--- src/rtl/rom_arbiter.sv ---
// Shares one combinational-read instruction ROM between the fetch port (F) and the data-side literal port (D).
// At most one grant per cycle: D has priority, with a streak limit so a waiting fetch cannot starve. Responses are registered.
module rom_arbiter #(
  parameter int MAX_DATA_BURST = 4
) (
  input  logic        i_clock,
  input  logic        i_reset,
  input  logic        i_flush,
  input  logic        i_f_req_valid,
  input  logic [31:0] i_f_req_addr,
  output logic        o_f_req_ready,
  output logic        o_f_resp_valid,
  output logic [31:0] o_f_resp_data,
  output logic        o_f_resp_error,
  input  logic        i_d_req_valid,
  input  logic [31:0] i_d_req_addr,
  output logic        o_d_req_ready,
  output logic        o_d_resp_valid,
  output logic [31:0] o_d_resp_data,
  output logic        o_d_resp_error,
  output logic        o_rom_chip_enable,
  output logic [31:0] o_rom_addr,
  input  logic [31:0] i_rom_instruction
);

  localparam logic [3:0] BURST_MAX = 4'(MAX_DATA_BURST);

  logic [3:0]  r_streak;
  logic        r_f_resp_valid;
  logic        r_f_resp_error;
  logic [31:0] r_f_resp_data;
  logic        r_d_resp_valid;
  logic        r_d_resp_error;
  logic [31:0] r_d_resp_data;

  logic        w_f_eligible;
  logic        w_d_eligible;
  logic        w_grant_f;
  logic        w_grant_d;
  logic        w_granted;
  logic [31:0] w_grant_addr;
  logic        w_misaligned;
  logic [31:0] w_word;

  assign w_f_eligible = i_f_req_valid & ~i_flush;
  assign w_d_eligible = i_d_req_valid;

  // Nothing is granted while reset is held.
  always_comb begin
    w_grant_f = 1'b0;
    w_grant_d = 1'b0;
    if (!i_reset) begin
      if (w_d_eligible && w_f_eligible && (r_streak == BURST_MAX)) begin
        w_grant_f = 1'b1;
      end else if (w_d_eligible) begin
        w_grant_d = 1'b1;
      end else if (w_f_eligible) begin
        w_grant_f = 1'b1;
      end
    end
  end

  assign w_granted         = w_grant_f | w_grant_d;
  assign w_grant_addr      = w_grant_f ? i_f_req_addr : i_d_req_addr;
  assign w_misaligned      = w_granted & (w_grant_addr[1:0] != 2'b00);
  assign w_word            = w_misaligned ? 32'h0 : i_rom_instruction;

  assign o_f_req_ready     = w_grant_f;
  assign o_d_req_ready     = w_grant_d;
  assign o_rom_chip_enable = w_granted & ~w_misaligned;
  assign o_rom_addr        = o_rom_chip_enable ? w_grant_addr : 32'h0;

  always_ff @(posedge i_clock) begin
    if (i_reset) begin
      r_f_resp_valid <= 1'b0;
      r_f_resp_error <= 1'b0;
      r_f_resp_data  <= 32'h0;
      r_d_resp_valid <= 1'b0;
      r_d_resp_error <= 1'b0;
      r_d_resp_data  <= 32'h0;
    end else begin
      r_f_resp_valid <= w_grant_f;
      r_f_resp_error <= w_grant_f & w_misaligned;
      r_d_resp_valid <= w_grant_d;
      r_d_resp_error <= w_grant_d & w_misaligned;
      if (w_grant_f) r_f_resp_data <= w_word;
      if (w_grant_d) r_d_resp_data <= w_word;
    end
  end

  always_ff @(posedge i_clock) begin
    if (i_reset || w_grant_f || !i_f_req_valid) begin
      r_streak <= 4'd0;
    end else if (w_grant_d && (r_streak != BURST_MAX)) begin
      r_streak <= r_streak + 4'd1;
    end
  end

  // A flush kills the fetch response that is currently being presented; reset drops any pending pulse.
  assign o_f_resp_valid = r_f_resp_valid & ~i_flush & ~i_reset;
  assign o_f_resp_error = r_f_resp_error & ~i_flush & ~i_reset;
  assign o_f_resp_data  = r_f_resp_data;
  assign o_d_resp_valid = r_d_resp_valid & ~i_reset;
  assign o_d_resp_error = r_d_resp_error & ~i_reset;
  assign o_d_resp_data  = r_d_resp_data;

endmodule

--- config.mk ---
export PLATFORM = sky130hd
export DESIGN_NAME = rom_arbiter
export DESIGN_NICKNAME = d
export VERILOG_FILES = /design/src/rtl/rom_arbiter.sv
export SDC_FILE = /design/constraint.sdc
export NUM_CORES = 1
export LEC_CHECK = 0
export ABC_AREA = 1
export CORE_MARGIN = 1.5
export CORE_UTILIZATION = 39
export DETAILED_ROUTE_END_ITERATION = 6
export HOLD_SLACK_MARGIN = 0.05
export PLACE_DENSITY_LB_ADDON = 0.1
export SETUP_SLACK_MARGIN = 0.02
export SYNTH_ARGS = -nofsm -noshare
export SYNTH_HDL_FRONTEND = slang
export SYNTH_SLANG_ARGS = --single-unit
--- constraint.sdc ---
create_clock -name i_clock -period 3.2 [get_ports i_clock]
set_input_delay 0.32 -clock i_clock [delete_from_list [all_inputs] [get_ports i_clock]]
set_output_delay 0.32 -clock i_clock [all_outputs]
set_load 0.05 [all_outputs]
Word level (Yosys, flattened, before mapping). Cells that the tools add are included.

Register bits after elaboration: 72. Input bits: 101. Output and inout port bits: 103. Logic and storage cells: 42.

Add/subtract/negate cells: 1. Equal/unequal tests: 2. Mux-type cells: 10. Bitwise logic cells: 15. Reductions and logical operators: 7.

Operators by type and width (number): $mux 32 (3); $and 1x1->1 (11); $mux 1 (7); $add 4x1->4 const B (1); $eq 4x3->1 const B (1); $ne 4x3->1 const B (1); $logic_and 1x1->1 (3); $not 1->1 (3); $logic_or 1x1->1 (2); $reduce_bool 2->1 (1); $logic_not 1->1 (1); $or 1x1->1 (1).

Depth between registers and ports, before layout. Gate-level depths: netlist (run 1).

Depth in word-level cells: 12. Depth in mapped cells: 11. Gate-level depth less buffers: 10.

Worst setup path before layout (run 1). No wires, ideal clock.

Path type: reg-to-output. Start point: reg r_streak[0]. End point: out o_rom_addr[18]. Arrival: 2.074 ns. Required time: 2.880 ns. Setup slack: 0.806 ns. Cell stages (with the launch flop): 11. Buffers on the path: 1. Cell sequence: dfxtp_1 > inv_1 > ha_1 > nand3_2 > nand2_4 > nand2_4 > nand2_1 > nand2_1 > nand3_1 > buf_2 > a21oi_1.

Cells in the longest elaborated chain, start to end: 10. Elaborated cells on any way between the ends: 13. Those cells by class: 1 x eq/ne; 6 x mux; 4 x bitwise; 2 x reduce/logical.

Ends and longest elaborated chain: from (decl) (RTL line 28) `logic [3:0] r_streak;`; from (signal assigned) (RTL line 95) `r_streak <= r_streak + 4'd1;`; $eq 4x3->1 (*) (RTL line 53) `if (w_d_eligible && w_f_eligible && (r_streak == BURST_MAX)) begin`; $logic_and 1x1->1 (*) (RTL line 53); $mux 1 (RTL line 53); $mux 1 (RTL line 52) `if (!i_reset) begin`; $mux 32 (RTL line 64) `assign w_grant_addr = w_grant_f ? i_f_req_addr : i_d_req_addr;`; $reduce_bool 2->1 (RTL line 65) `assign w_misaligned = w_granted & (w_grant_addr[1:0] != 2'b00);`; $and 1x1->1 (RTL line 65); $not 1->1 (RTL line 70) `assign o_rom_chip_enable = w_granted & ~w_misaligned;`; $and 1x1->1 (RTL line 70); $mux 32 (*) (RTL line 71) `assign o_rom_addr = o_rom_chip_enable ? w_grant_addr : 32'h0;`; to (decl) (RTL line 22) `output logic [31:0] o_rom_addr,`.

Every way passes the cells marked *; elsewhere a longest branch is shown, timed or not.

Worst setup path after layout (run 1).
Start point: in i_reset. End point: out o_rom_addr[2].

Cells in the longest elaborated chain, start to end: 7. Elaborated cells on any way between the ends: 9. Those cells by class: 4 x mux; 4 x bitwise; 1 x reduce/logical.

Ends and longest elaborated chain: from (decl) (RTL line 7) `input logic i_reset,`; $mux 1 (RTL line 52); $mux 32 (RTL line 64); $reduce_bool 2->1 (RTL line 65); $and 1x1->1 (RTL line 65); $not 1->1 (RTL line 70); $and 1x1->1 (RTL line 70); $mux 32 (*) (RTL line 71).

Marks and branches as above.

==> flow_metrics.py, run 1 <==
metrics = {
    "run_status": {
        "outcome": "completed",
    },
    "sta": {
        "finalCritPeriodShare": 0.9081,
        "setup-violations-final": 0,
        "finalMaxSlewViolations": 0,
        "fin_skew_ps": 3.683,
        "relSlewSlack": 0.5946,
        "fmax_ghz": 0.3441,
        "hold_violations": 0,
        "hold_ws_ps": 471.9,
        "tightest_slew_ps": 608.1,
        "rsz0062_at_grt": "false",
        "final.setup.tns_ps": 0,
        "layout_min_cycle_time_ps": 2906,
    },
    "worst_setup_path": {
        "worstSetupPathType": "input port to output pin",
        "crit_arrival_ps": 2590,
        "cpMaxStageDelayCell": "clkdlybuf4s50_1",
        "cp.required_ps": 2880,
        "crit_chain": "clkdlybuf4s50_1, inv_2, buf_4, nand2_1, nand2_1, nand3_1, buf_4, a21oi_1, buf_12",
        "path_max_fanout": 67,
        "path_buf_inv": 5,
        "critPathMaxStageDelay_ps": 510,
        "critPathCaptureType": "output pin",
        "cp_top_family": "buffers and inverters",
        "critPathLaunchType": "input port",
    },
    "finish": {
        "layout-drive-gt1-share": 0.1242,
        "antenna_cells": 0,
        "finalNetCount": 703,
        "area_growth_syn_to_layout_pct": 83.48,
        "final_util": 0.7337,
    },
    "clocking": {
        "clock-sinks": 72,
        "clkSlewWorstSetupHoldPaths_ps": 70,
        "htreeDepth": 3,
        "cts_hold_buf": 0,
        "cts_root_buf": "clkbuf_8",
        "cts_resized": 0,
        "cts_tree": "done",
        "clk_latency_ps": 330,
        "clk_path_buf_depth": 2,
        "cts_buffers": 9,
        "cts_setup_buffers": 0,
    },
    "synth": {
        "ys_seq_elements": 72,
        "syn_avg_cell_area_sq_um": 7.444,
        "netlist_instances": 413,
        "yosysWarningCount": 0,
        "synth.distinct_cells": 26,
        "ys_seq_area_frac": 0.4689,
        "syn-cell-area_sq_mm": 0.003074,
    },
    "drt": {
        "vias": 3520,
        "drt-initial-drc-count": 86,
        "vias_per_cell": 4.986,
        "dr.pass1.iters": 6,
        "drc_errors": 0,
        "wl_per_cell_microns": 15.33,
        "routed_wl_microns": 10820,
        "ant_nets": 0,
    },
    "floorplanning": {
        "placementRows": 32,
        "placeableCoreArea_sq_mm": 0.007687,
        "dieArea_sq_mm": 0.008424,
        "start_util": 0.3999,
        "fp.dieW_microns": 91.79,
        "die_y_microns": 91.79,
        "ios": 204,
    },
    "global_routing": {
        "antenna_found_initial": 0,
        "met1_usage": 0.2893,
        "grt_pass1_wl_microns": 17120,
        "grt_pass1_vias": 3521,
        "grt_util_met3": 0.09370,
        "track_usage": 0.2563,
        "busiest_layer": "met2",
        "overflow": 0,
        "grt_max_degree": 68,
        "use_met2": 0.4540,
    },
    "placed_design": {
        "hpwl_microns": 8184,
        "numPortBuffers": 201,
        "gp_congestion": 0.8271,
    },
    "job": {
        "drv_cap": 0,
    },
    "hold_path": {
        "min_path_type": "flip-flop to flip-flop",
    },
    "power": {
        "pwr_density_cell_mw_per_mm2": 430.5,
        "p_leak_nw": 2.259,
        "report.power.total_mw": 2.428,
        "peakVddDrop_mv": 0.3411,
    },
}
==> cells in the mapped netlist <==
cell      count  area share
a211oi_1      1      0.0024
a21oi_1      69        0.11
buf_1         1      0.0012
buf_2        10       0.016
buf_4         3      0.0073
buf_6         2      0.0073
buf_8         1      0.0049
clkbuf_1     14       0.017
clkbuf_2      1      0.0016
conb_1        1      0.0012
dfxtp_1      72        0.47
ha_1          2      0.0081
inv_1        13       0.016
inv_2         5      0.0061
nand2_1      96        0.12
nand2_2       9       0.018
nand2_4       3       0.011
nand3_1      31       0.050
nand3_2       1      0.0033
nand3_4       1      0.0057
nand4_1       1      0.0020
nor2_1        8      0.0098
nor3_1        1      0.0016
o21ai_0      40       0.065
o21ai_1      25       0.041
or2_2         2      0.0041
==> report_power, final <==
| part | switching, mW | internal (mW) |
|---|---|---|
| registers | 0.0251 | 0.945 |
| clock network | 0.324 | 0.456 |
| logic | 0.398 | 0.281 |
| total | 0.747 | 1.68 |
==> registers in the layout, indices dropped and copies added (netlist names) <==
register / count
r_f_resp_valid: 1
r_f_resp_error: 1
r_d_resp_valid: 1
r_streak: 4
o_f_resp_data: 32
o_d_resp_data: 32
r_d_resp_error: 1
==> per-stage QoR <==
step / area, sq um / worst slack (ps) / cells
after floorplan: 3078 / 806.2 / 414
after global placement: 5421 / 394.4 / 691
after detailed placement: 5421 / 314.5 / 691
after CTS: 5640 / 287.1 / 706
after global routing: 5640 / 93.48 / 706
final: 5640 / 294.1 / 706
==> tightest hold or removal path: cells and delay by family, from the launching register on <==
family	cells	cell delay [ps]
flops	1	310
compound gates	1	50
simple gates	1	70
==> logic make-up (layout without fill, tap and decap cells) <==
group | Yosys count | in the layout | synth area share
AOI/OAI and AO/OA | 135 | 135 | 0.2206
adders and majority gates | 2 | 2 | 0.008139
buffers and inverters | 50 | 240 | 0.07773
DFF | 72 | 72 | 0.4689
other | 1 | 2 | 0.001220
and+or+nand+nor | 153 | 153 | 0.2234
==> worst paths after layout <==
path                         start                end  slack, ps  cells past startpoint
hold reg to reg   o_d_resp_data[6]   o_d_resp_data[6]        470                      2
setup / recovery           i_reset      o_rom_addr[2]        290                      9
setup reg to reg       r_streak[0]  o_f_resp_data[31]        680                     10
hold / removal    o_d_resp_data[6]   o_d_resp_data[6]        470                      2
==> layout by cell type (no fill, tap or decap) <==
cell type,synthesis,routed
nand4_1,1,1
o21ai_1,25,25
o21ai_0,40,40
a211oi_1,1,1
clkbuf_8,0,10
ha_1,2,2
conb_1,1,2
a21oi_1,69,69
buf_4,3,6
dfxtp_1,72,72
bufinv_16,0,2
nand2_2,9,9
clkinvlp_4,0,1
inv_1,13,13
clkinv_2,0,1
nand3_4,1,1
or2_2,2,2
clkinv_4,0,1
nor2_1,8,8
nand3_2,1,1
buf_12,0,33
nand3_1,31,31
clkdlybuf4s50_1,0,168
nand2_1,96,96
nor3_1,1,1
nand2_4,3,3
inv_2,5,5
==> metal layers <==
layer / up-vias / part of all wire
met3: 20 / 0.081
li1: 1749 / -
met5: - / 0
met1: 1610 / 0.39
met4: 0 / 0.022
met2: 141 / 0.51
==> final cells by class <==
type | count | area (sq um)
inverter | 18 | 67.56
sequential | 72 | 1441
multi-input combinational | 292 | 1398
fill | 609 | 2047
clock buffer | 10 | 137.6
timing repair buffer | 207 | 2387
tap | 102 | 127.6
clock inverter | 5 | 81.33
Note: power is estimated with default switching activity, not from simulation.
==> run 2: changes to the inputs <==
GPL_TIMING_DRIVEN = 0   (was not set)
==> flow_metrics.py, run 2 (synthesized netlist as in run 1, its figures left out) <==
metrics = {
    "worst_setup_path": {
        "timing.rr.end": "o_d_resp_data[17]",
        "cp.required_ps": 2880,
        "critPathCaptureType": "output pin",
        "regToRegStartpoint": "r_streak[0]",
        "critPathLaunchType": "flip-flop",
        "ff2ff_setup_slack_ps": 1330,
        "cpMaxStageDelayCell": "dlygate4sd2_1",
        "crit_arrival_ps": 2650,
        "path_buf_inv": 3,
        "critPathMaxStageDelay_ps": 550,
        "cp_top_family": "buffers and inverters",
        "path_max_fanout": 10,
        "crit_chain": "inv_1, ha_1, nand3_2, nand2_4, nand2_4, nand2_1, nand2_1, nand3_1, buf_2, a21oi_1, dlygate4sd2_1",
        "worstSetupPathType": "flip-flop to output pin",
        "reg2reg_depth": 10,
    },
    "finish": {
        "area_growth_syn_to_layout_pct": 74.77,
        "nFillCells": 670,
        "antenna_cells": 0,
        "finalNetCount": 729,
        "instances_no_fill": 733,
        "final_util": 0.6989,
        "most-common-layout-cells": "clkdlybuf4s50_1, nand2_1, dfxtp_1",
        "regArea_sq_mm": 0.001441,
        "layout-drive-gt1-share": 0.08558,
        "multi_input_area_sq_mm": 0.001398,
        "final_common_cell": "clkdlybuf4s50_1",
    },
    "hold_path": {
        "min_path_type": "flip-flop to flip-flop",
        "hold_start": "o_f_resp_data[11]",
        "hold_depth": 2,
        "min_to": "o_f_resp_data[11]",
    },
    "drt": {
        "wl_per_cell_microns": 14.78,
        "routed_wl_microns": 10830,
        "ant_nets": 0,
        "drt-initial-drc-count": 136,
        "dr.pass1.iters": 6,
        "vias": 3583,
        "vias_per_cell": 4.888,
        "drc_errors": 0,
    },
    "sta": {
        "final.setup.tns_ps": 0,
        "hold_violations": 0,
        "fmax_ghz": 0.3366,
        "finalMaxSlewViolations": 0,
        "rsz0062_at_grt": "false",
        "relSlewSlack": 0.6394,
        "fin_skew_ps": 9.202,
        "finalCritPeriodShare": 0.9283,
        "setup-violations-final": 0,
        "layout_min_cycle_time_ps": 2970,
        "tightest_slew_ps": 539.2,
    },
    "global_routing": {
        "use_met2": 0.4328,
        "grt_pass1_wl_microns": 16970,
        "grt_pass1_vias": 3384,
        "met1_usage": 0.3187,
        "overflow": 0,
        "track_usage": 0.2555,
        "busiest_layer": "met2",
        "grt_util_met3": 0.07297,
        "antenna_found_initial": 0,
        "grt_max_degree": 15,
    },
    "clocking": {
        "clk_path_buf_depth": 2,
        "htreeDepth": 3,
        "clk_latency_ps": 340,
        "cts_setup_buffers": 0,
        "cts_resized": 30,
        "cts_buffers": 9,
        "cts_tree": "done",
        "cts_root_buf": "clkbuf_8",
        "clkSlewWorstSetupHoldPaths_ps": 80,
        "clock-sinks": 72,
        "cts_hold_buf": 0,
    },
    "power": {
        "report.power.total_mw": 2.282,
        "pwr_density_cell_mw_per_mm2": 424.8,
        "p_leak_nw": 2.318,
        "peakVddDrop_mv": 0.3025,
    },
    "run_status": {
        "outcome": "completed",
    },
    "floorplanning": {
        "die_y_microns": 91.79,
        "start_util": 0.3999,
        "dieArea_sq_mm": 0.008424,
        "fp.dieW_microns": 91.79,
        "ios": 204,
        "placementRows": 32,
        "placeableCoreArea_sq_mm": 0.007687,
    },
    "placed_design": {
        "gp_congestion": 0.8037,
        "numPortBuffers": 201,
        "dp.cells": 717,
        "hpwl_microns": 8487,
    },
    "job": {
        "drv_cap": 0,
    },
}
-- run 2: worst max-delay path by stage --
stage,depth (start not counted),endpoint,start
2_1_floorplan,10,o_rom_addr[18],r_streak[0]
6_report,11,o_rom_addr[2],r_streak[0]
3_3_place_gp,8,o_rom_addr[2],i_reset
3_5_place_dp,7,o_rom_addr[26],i_reset
4_1_cts,11,o_rom_chip_enable,r_streak[0]
5_1_grt,11,o_rom_addr[26],r_streak[0]
-- run 2: layer usage --
| layer | vias up | part of all wire |
|---|---|---|
| li1 | 1809 | - |
| met1 | 1650 | 0.43 |
| met2 | 116 | 0.49 |
| met3 | 8 | 0.069 |
| met4 | 0 | 0.0072 |
| met5 | - | 0 |
-- run 2: final cells by class --
cell class | instances | area share
sequential | 72 | 0.2683
tap | 102 | 0.02375
inverter | 18 | 0.01258
timing repair buffer | 201 | 0.3684
clock buffer | 10 | 0.02562
buffer | 32 | 0.03190
multi-input combinational | 292 | 0.2601
clock inverter | 6 | 0.009315
-- run 2: power by group --
part           leakage, nW  total [mW]  switching [mW]  internal (mW)
Clock               0.0895       0.660           0.350          0.310
Sequential           0.591       0.971          0.0256          0.945
Combinational         1.64       0.652           0.396          0.256
-- run 2: per-stage QoR --
stage / hold slack [ps] / cell area [sq um] / setup WS, ps
final: 473.0 / 5373 / 229.5
after floorplan: 457.8 / 3078 / 806.2
after detailed placement: 466.5 / 5218 / 49.64
after global routing: 496.0 / 5373 / 25.71
after global placement: 462.3 / 5218 / 74.17
after CTS: 477.0 / 5368 / 57.36
-- run 2: worst reg2reg max path: cells and delay by family (launching register included) --
family / cells / cell delay, ps
adders and majority gates: 1 / 210
DFF: 1 / 370
AOI/OAI and AO/OA: 1 / 100
buffers and inverters: 4 / 660
and+or+nand+nor: 4 / 400
